--- config.mk ---
export PLATFORM = sky130hd
export DESIGN_NAME = cache_miss_handler
export DESIGN_NICKNAME = d
export VERILOG_FILES = /design/src/rtl/cache_miss_handler.sv
export SDC_FILE = /design/constraint.sdc
export NUM_CORES = 1
export LEC_CHECK = 0
export CAP_MARGIN = 20
export CELL_PAD_IN_SITES_DETAIL_PLACEMENT = 1
export CELL_PAD_IN_SITES_GLOBAL_PLACEMENT = 1
export CORE_AREA = 2 2 124 126
export CTS_CLUSTER_SIZE = 16
export DETAILED_ROUTE_END_ITERATION = 7
export DIE_AREA = 0 0 126 128
export DONT_BUFFER_PORTS = 1
export GPL_ROUTABILITY_DRIVEN = 0
export HOLD_SLACK_MARGIN = 0.12
export PLACE_DENSITY = 0.85
export SYNTH_ARGS = -nofsm -noshare
export SYNTH_HDL_FRONTEND = slang
export SYNTH_SLANG_ARGS = --single-unit
--- constraint.sdc ---
create_clock -name clk -period 2.3 [get_ports clk]
set_clock_uncertainty 0.2 [all_clocks]
set_input_delay 0.115 -clock clk [delete_from_list [all_inputs] [get_ports clk]]
set_output_delay 0.115 -clock clk [all_outputs]
set_load 0.01 [all_outputs]
--- src/rtl/cache_miss_handler.sv ---
// Load-miss refill and write-through store controller for the 2-way data cache.
// Define CACHE_PERF_CNT_EN to add saturating hit_count/miss_count outputs.
module cache_miss_handler #(
  parameter int DATA_WIDTH = 32,
  parameter int ADDR_WIDTH = 32
) (
  input  logic                  clk,
  input  logic                  rst,
  input  logic                  cpu_re,
  input  logic                  cpu_we,
  input  logic [ADDR_WIDTH-1:0] cpu_addr,
  input  logic [DATA_WIDTH-1:0] cpu_wd,
  input  logic                  cache_hit,
  output logic                  stall,
  output logic                  fill_we,
  output logic [ADDR_WIDTH-1:0] fill_addr,
  output logic [DATA_WIDTH-1:0] fill_data,
  output logic                  mem_req,
  output logic                  mem_we,
  output logic [ADDR_WIDTH-1:0] mem_addr,
  output logic [DATA_WIDTH-1:0] mem_wd,
  input  logic                  mem_ready,
  input  logic [DATA_WIDTH-1:0] mem_rd
`ifdef CACHE_PERF_CNT_EN
  ,
  output logic [31:0]           hit_count,
  output logic [31:0]           miss_count
`endif
);

  typedef enum logic [1:0] {IDLE, WRITE, FETCH, FILL} state_t;

  state_t                state;
  logic                  wb_valid;
  logic [ADDR_WIDTH-1:0] wb_addr;
  logic [DATA_WIDTH-1:0] wb_data;
  logic                  miss_pend;
  logic [ADDR_WIDTH-1:0] miss_addr;
  logic [DATA_WIDTH-1:0] fill_word;

  logic [ADDR_WIDTH-1:0] cpu_addr_al;
  logic                  unused_addr_lo;
  logic                  free, wb_done, st_req, st_acc, ld_hit, ld_miss;

  assign cpu_addr_al    = {cpu_addr[ADDR_WIDTH-1:2], 2'b00};
  assign unused_addr_lo = ^cpu_addr[1:0];

  // CPU requests are only looked at while no load miss is in flight; a
  // background drain (WRITE without a pending miss) still serves the CPU.
  always_comb begin
    free    = (state == IDLE) || ((state == WRITE) && !miss_pend);
    wb_done = (state == WRITE) && mem_ready;
    st_req  = free && cpu_we;
    st_acc  = st_req && (!wb_valid || wb_done);
    ld_hit  = free && cpu_re && !cpu_we && cache_hit;
    ld_miss = free && cpu_re && !cpu_we && !cache_hit;
  end

  always_comb begin
    stall     = miss_pend || ld_miss || (st_req && !st_acc);
    mem_req   = (state == WRITE) || (state == FETCH);
    mem_we    = (state == WRITE);
    mem_addr  = '0;
    mem_wd    = '0;
    fill_we   = 1'b0;
    fill_addr = '0;
    fill_data = '0;
    if (state == WRITE) begin
      mem_addr = wb_addr;
      mem_wd   = wb_data;
    end else if (state == FETCH) begin
      mem_addr = miss_addr;
    end
    if (state == FILL) begin
      fill_we   = 1'b1;
      fill_addr = miss_addr;
      fill_data = fill_word;
    end else if (st_acc && cache_hit) begin
      fill_we   = 1'b1;
      fill_addr = cpu_addr_al;
      fill_data = cpu_wd;
    end
  end

  always_ff @(posedge clk) begin
    if (rst) begin
      state     <= IDLE;
      wb_valid  <= 1'b0;
      wb_addr   <= '0;
      wb_data   <= '0;
      miss_pend <= 1'b0;
      miss_addr <= '0;
      fill_word <= '0;
    end else begin
      case (state)
        IDLE: begin
          if (st_acc) begin
            wb_valid <= 1'b1;
            wb_addr  <= cpu_addr_al;
            wb_data  <= cpu_wd;
            state    <= WRITE;
          end else if (ld_miss) begin
            miss_pend <= 1'b1;
            miss_addr <= cpu_addr_al;
            state     <= wb_valid ? WRITE : FETCH;
          end else if (wb_valid) begin
            state <= WRITE;
          end
        end
        WRITE: begin
          if (ld_miss) begin
            miss_pend <= 1'b1;
            miss_addr <= cpu_addr_al;
          end
          if (mem_ready) begin
            // A store landing on the completion cycle refills the buffer and
            // starts the next drain straight away.
            if (st_acc) begin
              wb_addr <= cpu_addr_al;
              wb_data <= cpu_wd;
            end else begin
              wb_valid <= 1'b0;
              state    <= (miss_pend || ld_miss) ? FETCH : IDLE;
            end
          end
        end
        FETCH: begin
          if (mem_ready) begin
            fill_word <= mem_rd;
            state     <= FILL;
          end
        end
        FILL: begin
          miss_pend <= 1'b0;
          state     <= IDLE;
        end
        default: state <= IDLE;
      endcase
    end
  end

`ifdef CACHE_PERF_CNT_EN
  always_ff @(posedge clk) begin
    if (rst) begin
      hit_count  <= '0;
      miss_count <= '0;
    end else begin
      if (ld_hit && (hit_count != '1))   hit_count  <= hit_count + 32'd1;
      if (ld_miss && (miss_count != '1)) miss_count <= miss_count + 32'd1;
    end
  end
`endif

endmodule

# Word-level counts from Yosys, hierarchy flattened
# Cells that the tools add are included.
dict set report word_totals {
  register_bits 132
  latch_bits 0
  ram_bits 0
  rom_bits 0
  input_bits 102
  elab_cells 78
  n_memories 0
}
dict set report classes {
  add_sub_neg 0
  mul 0
  div 0
  magnitude_cmp 0
  eq_ne 9
  shift 0
  mux 34
  bitwise_logic 0
  n_reduce_logical 28
}
# cell count
set op_table {}
lappend op_table {{32-bit two-way mux} 13}
lappend op_table {{32-bit case mux with 2 select lines} 3}
lappend op_table {{2-bit two-way mux} 8}
lappend op_table {{1-bit logical AND} 9}
lappend op_table {{2-bit inequality test, second input constant} 4}
lappend op_table {{2-bit case mux with 4 select lines} 1}
lappend op_table {{2-bit AND reduction} 4}
lappend op_table {{4-bit AND reduction} 2}
lappend op_table {{1-bit two-way mux} 7}
lappend op_table {{1-bit logical NOT} 5}
lappend op_table {{1-bit logical OR} 5}
lappend op_table {{2-bit equality test, second input constant} 2}
lappend op_table {{4-bit inequality test, second input constant} 1}
lappend op_table {{1-bit case mux with 3 select lines} 1}
lappend op_table {{3-bit nonzero test} 1}
lappend op_table {{2-bit by 1-bit equality test with 1-bit output, second input constant} 1}
lappend op_table {{2-bit logical NOT} 1}
lappend op_table {{2-bit by 1-bit inequality test with 1-bit output, second input constant} 1}
lappend op_table {{1-bit case mux with 2 select lines} 1}
lappend op_table {{2-bit nonzero test} 1}

# Depth between registers and ports, before layout
# Gate-level depths: netlist of the first run.
dict set report depth {
  depth_word 11
  depth_mapped 9
  depth_no_buf 6
}

# Least setup slack after synthesis of the first run
# No wires, ideal clock.
dict set report synth_timing {
  path_type {flip-flop to flip-flop}
  start {reg state[1]}
  end {reg wb_addr[22]}
  arrival_time_ns 1.635
  required_time_ns 1.958
  path_slack_ns 0.324
  path_stages_with_launch 10
  cell_sequence {dfxtp_1 > inv_1 > ha_1 > buf_4 > and2_1 > o221a_2 > buf_6 > buf_6 > nand2_1 > a21oi_2}
}
dict set report synth_between {
  elab_chain_len 8
}
# item line_no
set synth_lines {}
lappend synth_lines {{start, declared} 33} ;# state_t state;
lappend synth_lines {{start signal, assigned} 105} ;# state <= wb_valid ? WRITE : FETCH;
lappend synth_lines {{start signal, assigned} 123} ;# state <= (miss_pend || ld_miss) ? FETCH : IDLE;
lappend synth_lines {{2-bit by 1-bit equality test with 1-bit output (*)} n/a}
lappend synth_lines {{net mem_we} 19} ;# output logic mem_we,
lappend synth_lines {{1-bit logical AND} 51} ;# free = (state == IDLE) || ((state == WRITE) && !miss_pend);
lappend synth_lines {{1-bit logical OR} 51}
lappend synth_lines {{1-bit logical AND} 53} ;# st_req = free && cpu_we;
lappend synth_lines {{1-bit logical AND} 54} ;# st_acc = st_req && (!wb_valid || wb_done);
lappend synth_lines {{32-bit two-way mux (2 in a row)} n/a}
lappend synth_lines {{32-bit case mux with 2 select lines} 95} ;# case (state)
lappend synth_lines {{end signal, assigned} 99} ;# wb_addr <= cpu_addr_al;
lappend synth_lines {{end signal, assigned} 119} ;# wb_addr <= cpu_addr_al;
lappend synth_lines {{end, declared} 35} ;# logic [ADDR_WIDTH-1:0] wb_addr;
# The timed path passes the listed nets; every way through them passes the cells marked *. The select of a mux whose other input is x is not followed.
# A chain may end at the register's enable or synchronous reset.

# Final worst setup path of the first run
dict set report layout_timing {
  start {reg state[1]}
  end {out fill_addr[21]}
}
dict set report layout_between {
  elab_chain_len 8
}
# item line_no
set layout_lines {}
lappend layout_lines {{2-bit by 1-bit equality test with 1-bit output} {51, 52}}
lappend layout_lines {{1-bit logical AND} 51}
lappend layout_lines {{1-bit logical OR} 51}
lappend layout_lines {{1-bit logical AND} 53}
lappend layout_lines {{1-bit logical AND} 54}
lappend layout_lines {{1-bit logical AND} 78} ;# end else if (st_acc && cache_hit) begin
lappend layout_lines {{32-bit two-way mux} 78}
lappend layout_lines {{32-bit two-way mux (*)} 74} ;# if (state == FILL) begin
lappend layout_lines {{end, declared} 16} ;# output logic [ADDR_WIDTH-1:0] fill_addr,
# Every way passes the cells marked *; elsewhere a longest branch is shown, timed or not.

==> results.md, run 1 <==
* Post-synthesis cell type count at 39
* Wire length per cell after detailed routing at 22.3 um
* Seq cells post-synth at 128
* Combinational family with the most area after synthesis: simple AND/OR/NAND/NOR gates
* Critical Path Source Type: flip-flop
* Total number of vias at 6,528
* Initial Utilization at 0.432
* Largest net degree at the start of global routing at 130
* Worst reg2reg setup slack at 50 ps
* Max-slew violations at 0
* Final antenna diode count at 0
* Post-route DRC at 0
* Endpoint class of the critical path: primary output
* Worst Path Required at 1990 ps
* Ratio of cells with drive above 1 in the final layout at 0.210
* First-pass GRT wire length at 36,000 um
* Buffer depth of the longest clock path at 2
* FP Rows at 45
* Mean instance size in the synthesized netlist at 7.36 um2
* Top achievable clock speed at 418 MHz
* Placed instance area at 6790 um2
* RSZ-0062 raised after global routing: true
* Crit Reg-Reg Endpoint: wb_addr[30]
* Worst-skew pair later-pin latency at 410 ps
* Post-detailed-routing wire length at 25,600 um
* Simple-gate share of the synthesized area at 0.266
* All-layer global routing usage at 0.284
* Run status: complete, but fails checks
* Relative slew slack at 0.558
* Number of global-route vias before repair at 6,625
* Number of buffers created by CTS at 17
* Worst hold slack at -408 ps
* Cell area power density at 971 nW/um2
* Post-synthesis instance area at 6430 um2
* P&R area growth vs syn at 36.0%
* Cell chain of the critical path: inv_4 -> ha_4 -> nor2b_4 -> o21a_4 -> a31oi_4 -> buf_8 -> buf_6 -> buf_16 -> nor2_4
* Number of H-tree branching levels at 4
* Summed area of non-filler cells in the final layout at 8740 um2
* Vias per inst at 5.68
* Clock Root Buffer: sky130_fd_sc_hd__clkbuf_16
* CTS tree: yes
* DRT Pass-1 Iters at 4
* Endpoint arrival time on the critical path at 2080 ps
* Min-Delay Startpoint: rst
* CP Buf/Inv Count at 4
* Number of failing setup endpoints in the final timing report at 47
* Width of the chip at 126 um
* Clock transition at the registers of the reported paths at 60 ps
* Yosys Warn Count at 0
* Crit Path Max Fanout at 8
* Hold Path Depth at 1
* Adder-cell share of the synthesized area at 0.00973
* XOR/XNOR Fraction of Synth Area at 0
* Overall overflow remaining after global route at 0
* Final Hold Viols at 96
* CP peak stage delay at 350 ps
* Synth Area in Compound Gates at 0.160
* Tcrit/Tclk final at 1.04
* Number of violations of the max-capacitance limit at 0
* Boundary Pins at 234
* DIE HEIGHT at 128 um
* Violations in the final reports: negative hold slack, negative setup slack
* Startpoint of the worst-slack reg-to-reg timing path: state[1]
* Total Nets Final at 1,058
* Smallest setup slack after layout at -91.9 ps
* Proportion of synthesized chip area in sequential cells at 0.399
* Number of cells produced by synthesis at 873
* Transition time at the pin with the least slew margin at 647 ps
* TritonCTS Sinks at 128
* Detailed placement HPWL at 12,700 um
* Type of the worst min-delay path: input port to flip-flop
* First DRT Iteration DRCs at 389
* Antenna violations before repair at 0
* Total Die Area at 16,100 um2
* Port bufs at 0
* Category of the critical setup timing path: flip-flop to primary output
* Fraction of synthesized area in multiplexers at 0.0966
* End point of the worst hold path: wb_data[30]
* Clock period minus final worst setup slack at 2390 ps
* Maximum VDD drop at 556 uV
* Leakage power total at 0.00304 uW
* Area inside the core boundary at 14,900 um2
* Number of standard cells in the final layout excluding fillers at 1,150
* Top cell family by delay on the critical path: buffers and inverters
* Antenna viol nets, final at 0
* Placed Cells incl. Taps at 1,040
* Worst Reg-to-Reg Cells at 9
* Library cell contributing the largest single delay on the critical path: sky130_fd_sc_hd__dfxtp_2
==> what timing repair did <==
item,in CTS,in global routing
endpoints found under the setup margin,75,110
hold buffers,32,28
pin swaps,27,20
hold endpoints to repair,128,100
cloned,7,0
buffers inserted,13,1
resized for setup,128,21
==> metal layers <==
| metal | global-route usage | vias up | wire length [um] |
|---|---|---|---|
| met1 | 0.321 | 3213 | 9780 |
| met4 | 0.127 | 0 | 1030 |
| met2 | 0.501 | 258 | 13400 |
| li1 | - | 2980 | - |
| met3 | 0.0801 | 77 | 1480 |
| met5 | 0 | - | 0 |
==> logic make-up after synthesis <==
kind of cell	count (synthesis)
and+or+nand+nor	421
AOI/OAI and AO/OA	174
other	1
muxes	62
adders and majority gates	5
DFF	128
buffers and inverters	82
==> state kept, by name, summed over array words and instances (netlist names) <==
signal	cells
fill_word	32
wb_data	32
miss_addr	30
wb_addr	30
state	2
miss_pend	1
wb_valid	1
==> cells in the mapped netlist, drive strengths merged <==
cell / instances / area [um2]
a2111oi: 1 / 8.76
a21boi: 1 / 7.51
a21o: 1 / 8.76
a21oi: 126 / 709
a221oi: 1 / 8.76
a311o: 1 / 10.0
a311oi: 1 / 8.76
a31o: 1 / 8.76
a31oi: 1 / 21.3
and2: 34 / 213
buf: 41 / 284
clkbuf: 34 / 129
conb: 1 / 3.75
dfxtp: 128 / 2560
ha: 5 / 62.6
inv: 7 / 26.3
mux2i: 62 / 621
nand2: 313 / 1170
nand2b: 3 / 18.8
nand3: 1 / 5.00
nor2: 65 / 244
nor2b: 2 / 15.0
nor3b: 2 / 31.3
o21a: 2 / 15.0
o21ai: 33 / 165
o221a: 1 / 11.3
o221ai: 1 / 26.3
o22ai: 2 / 12.5
o32ai: 1 / 8.76
or3: 1 / 6.26
==> layout by cell type (no fill, tap or decap), drive strengths merged <==
master and count:
a221oi 1, a31oi 1, nand3 1, o221a 1
dlygate4sd3 60, clkbuf 23, clkinvlp 1, inv 7
dfxtp 128, bufinv 1, a311o 1, o221ai 1
nor3b 2, a31o 1, o22ai 2, nor2b 2
a21o 1, conb 4, or3 1, o21a 2
clkinv 5, nand2 313, a2111oi 1, ha 5
and2 34, buf 71, nor2 65, a21oi 126
mux2i 62, a21boi 1, a311oi 1, o32ai 1
o21ai 33, nand2b 3
==> report_power, final <==
part | internal, uW | switching, uW | leakage (uW)
clock network | 1520 | 977 | 0.000262
registers | 2540 | 205 | 0.00104
logic | 1230 | 2020 | 0.00174
total | 5290 | 3200 | 0.00304
==> per-stage QoR <==
step            util  setup TNS (ps)  setup slack [ps]  hold WS (ps)  power, uW
2_1_floorplan      -               0               324          51.0       4570
3_3_place_gp   0.456               0               193         -9.35       5000
3_5_place_dp   0.456               0              97.5         -7.64       5090
4_1_cts        0.563            -207             -26.9          -442       8260
5_1_grt        0.588           -6500              -157          -437       8860
6_report       0.588           -2900             -91.9          -408       8490
==> worst register-to-register path: cells and delay by family (launching register included) <==
kind                       cells  cell delay (ps)
adders and majority gates      1              180
DFF                            1              350
and+or+nand+nor                2              410
AOI/OAI and AO/OA              2              500
buffers and inverters          4              550
==> worst max-delay path by stage <==
| stage | to | cells past startpoint | startpoint | slack, ps |
|---|---|---|---|---|
| floorplan | wb_addr[22] | 9 | state[1] | 320 |
| global placement | fill_data[28] | 6 | state[0] | 190 |
| detailed placement | fill_data[15] | 6 | state[0] | 100 |
| CTS | fill_data[10] | 9 | state[1] | -30 |
| global route | fill_addr[25] | 9 | state[1] | -160 |
| finish | fill_addr[21] | 9 | state[1] | -90 |
==> final cells by class <==
class | instances | area (um2)
multi-input combinational | 666 | 3930
clock inverter | 7 | 62.6
inverter | 7 | 33.8
tap | 188 | 235
timing repair buffer | 131 | 1450
fill | 1742 | 6120
clock buffer | 23 | 468
sequential | 128 | 2570
Note: power is estimated with default switching activity, not from simulation.
==> run 2: changes to the inputs <==
- SETUP_SLACK_MARGIN: default -> 0.15
==> run 2 against run 1 <==
  * The flow still finishes with violations (negative hold slack, negative setup slack)
  * Largest power group unchanged
  * Worst hold slack worse by 28 ps
  * Core utilization increased by 1.9 points
  * Sequential share of layout area shrank 0.92 points
  * Combinational power up 39%
  * Register-to-register slack is essentially flat
  * Critical endpoint unchanged
  * Critical path type unchanged
  * Flip-flop and latch count did not move
==> results.md, run 2 (same netlist as run 1, synthesis figures left out) <==
* Total Nets Final at 1,025
* Final antenna diode count at 0
* Worst hold slack at -437 ps
* Crit Path Max Fanout at 8
* Worst-skew pair later-pin latency at 430 ps
* Number of global-route vias before repair at 6,459
* Hold_buf cts at 2
* Top cell family by delay on the critical path: buffers and inverters
* Worst Path Required at 1990 ps
* Top flop regs: fill_word x32, wb_data x32
* Port bufs at 0
* TritonCTS Sinks at 128
* Clock Root Buffer: sky130_fd_sc_hd__clkbuf_16
* Total Die Area at 16,100 um2
* Number of buffers created by CTS at 17
* Initial Utilization at 0.432
* Startpoint of the worst-slack reg-to-reg timing path: state[1]
* Ratio of cells with drive above 1 in the final layout at 0.334
* CP peak stage delay at 360 ps
* Detailed placement HPWL at 12,700 um
* Commonest cells after routing, fill and taps aside: 259 x sky130_fd_sc_hd__nand2_1, 126 x sky130_fd_sc_hd__dfxtp_1, 76 x sky130_fd_sc_hd__a21oi_1, 61 x sky130_fd_sc_hd__mux2i_1, 53 x sky130_fd_sc_hd__nor2_4
* Category of the critical setup timing path: flip-flop to primary output
* Transition time at the pin with the least slew margin at 771 ps
* Relative slew slack at 0.473
* CP Buf/Inv Count at 4
* DIE HEIGHT at 128 um
* Boundary Pins at 234
* Maximum VDD drop at 534 uV
* Width of the chip at 126 um
* Number of H-tree branching levels at 4
* Overall overflow remaining after global route at 0
* Cell chain of the critical path: inv_4 -> ha_4 -> nor2b_4 -> o21a_4 -> a31oi_4 -> buf_8 -> buf_8 -> buf_16 -> nor2_4
* Endpoint class of the critical path: primary output
* Antenna violations before repair at 0
* Crit Reg-Reg Endpoint: wb_addr[13]
* Clock transition at the registers of the reported paths at 60 ps
* Tcrit/Tclk final at 1.06
* Hold Path Depth at 1
* First-pass GRT wire length at 34,200 um
* Vias per inst at 5.83
* All-layer global routing usage at 0.271
* Library cell contributing the largest single delay on the critical path: sky130_fd_sc_hd__dfxtp_2
* Number of standard cells in the final layout excluding fillers at 1,117
* P&R area growth vs syn at 40.4%
* Total negative setup slack at -6560 ps
* Placed Cells incl. Taps at 1,040
* Wire length per cell after detailed routing at 23.5 um
* Cell area power density at 1090 nW/um2
* Post-detailed-routing wire length at 26,300 um
* Min-Delay Startpoint: rst
* End point of the worst hold path: wb_data[14]
* Buffer depth of the longest clock path at 2
* Violations in the final reports: negative hold slack, negative setup slack
* FP Rows at 45
* CTS tree: yes
* Type of the worst min-delay path: input port to flip-flop
* Final Hold Viols at 128
* Endpoint arrival time on the critical path at 2130 ps
* Max-slew violations at 0
* RSZ-0062 raised after global routing: true
* Post-route DRC at 0
* Number of failing setup endpoints in the final timing report at 63
* Area inside the core boundary at 14,900 um2
* Leakage power total at 0.00311 uW
* Critical Path Source Type: flip-flop
* First DRT Iteration DRCs at 355
* Run status: complete, but fails checks
* Total number of vias at 6,513
* Worst Reg-to-Reg Cells at 11
* DRT Pass-1 Iters at 5
* Most common library cell in the layout ignoring fill and taps: sky130_fd_sc_hd__nand2_1
* Cell repeated most along the worst path: sky130_fd_sc_hd__buf_8
* Smallest setup slack after layout at -143 ps
* Worst reg2reg setup slack at 60 ps
* Number of violations of the max-capacitance limit at 0
* Largest net degree at the start of global routing at 130
* Antenna viol nets, final at 0
* Clock period minus final worst setup slack at 2440 ps
* Top achievable clock speed at 409 MHz
run 2: cell types whose count changed in the layout (fill, tap and decap cells not counted), moves of 6 or more:
cell	previous run	this run
sky130_fd_sc_hd__a21oi_2	21	50
sky130_fd_sc_hd__a21oi_1	105	76
sky130_fd_sc_hd__nand2_1	311	259
sky130_fd_sc_hd__nand2_4	0	30
sky130_fd_sc_hd__dlygate4sd3_1	60	2
sky130_fd_sc_hd__clkbuf_16	17	25
sky130_fd_sc_hd__nand2_2	2	24
sky130_fd_sc_hd__o21ai_0	32	18
sky130_fd_sc_hd__buf_12	14	20
sky130_fd_sc_hd__o21ai_1	0	13
run 2: stage by stage:
stage          setup WS (ps)   util  hold slack (ps)  total power, uW  instance area [um2]
2_1_floorplan            324      -             51.0             4570                 6440
3_3_place_gp             193  0.456            -9.35             5000                 6790
3_5_place_dp            97.5  0.456            -7.64             5090                 6790
4_1_cts                -26.9  0.548             -442             8280                 8150
5_1_grt                 -200  0.607             -458            10200                 9020
6_report                -143  0.607             -437             9830                 9020
run 2: report_power, final:
part	internal, uW	switching, uW
logic	1940	2560
clock network	1520	1000
registers	2540	269
run 2: cell type report:
class,instances,area (um2)
clock buffer,23,468
clock inverter,7,62.6
fill,1699,5840
inverter,7,33.8
multi-input combinational,666,4340
sequential,128,2570
tap,188,235
timing repair buffer,98,1320
run 2: worst max path at each step:
stage	to	from	depth (start not counted)
finish	fill_addr[21]	state[1]	9
global route	fill_addr[21]	state[1]	10
CTS	fill_data[10]	state[1]	9
detailed placement	fill_data[15]	state[0]	6
global placement	fill_data[28]	state[0]	6
floorplan	wb_addr[22]	state[1]	9
run 2: timing repair:
action	CTS	global route
endpoints found under the hold margin	128	128
setup buffers	13	13
endpoints found under the setup margin	160	139
pin swaps	47	66
cloned	7	12
resized for setup	149	155
run 2: per-layer routing:
metal	global-route usage	part of all wire
met1	0.290	0.38
met2	0.478	0.51
met3	0.0935	0.065
met4	0.130	0.038
met5	0	0
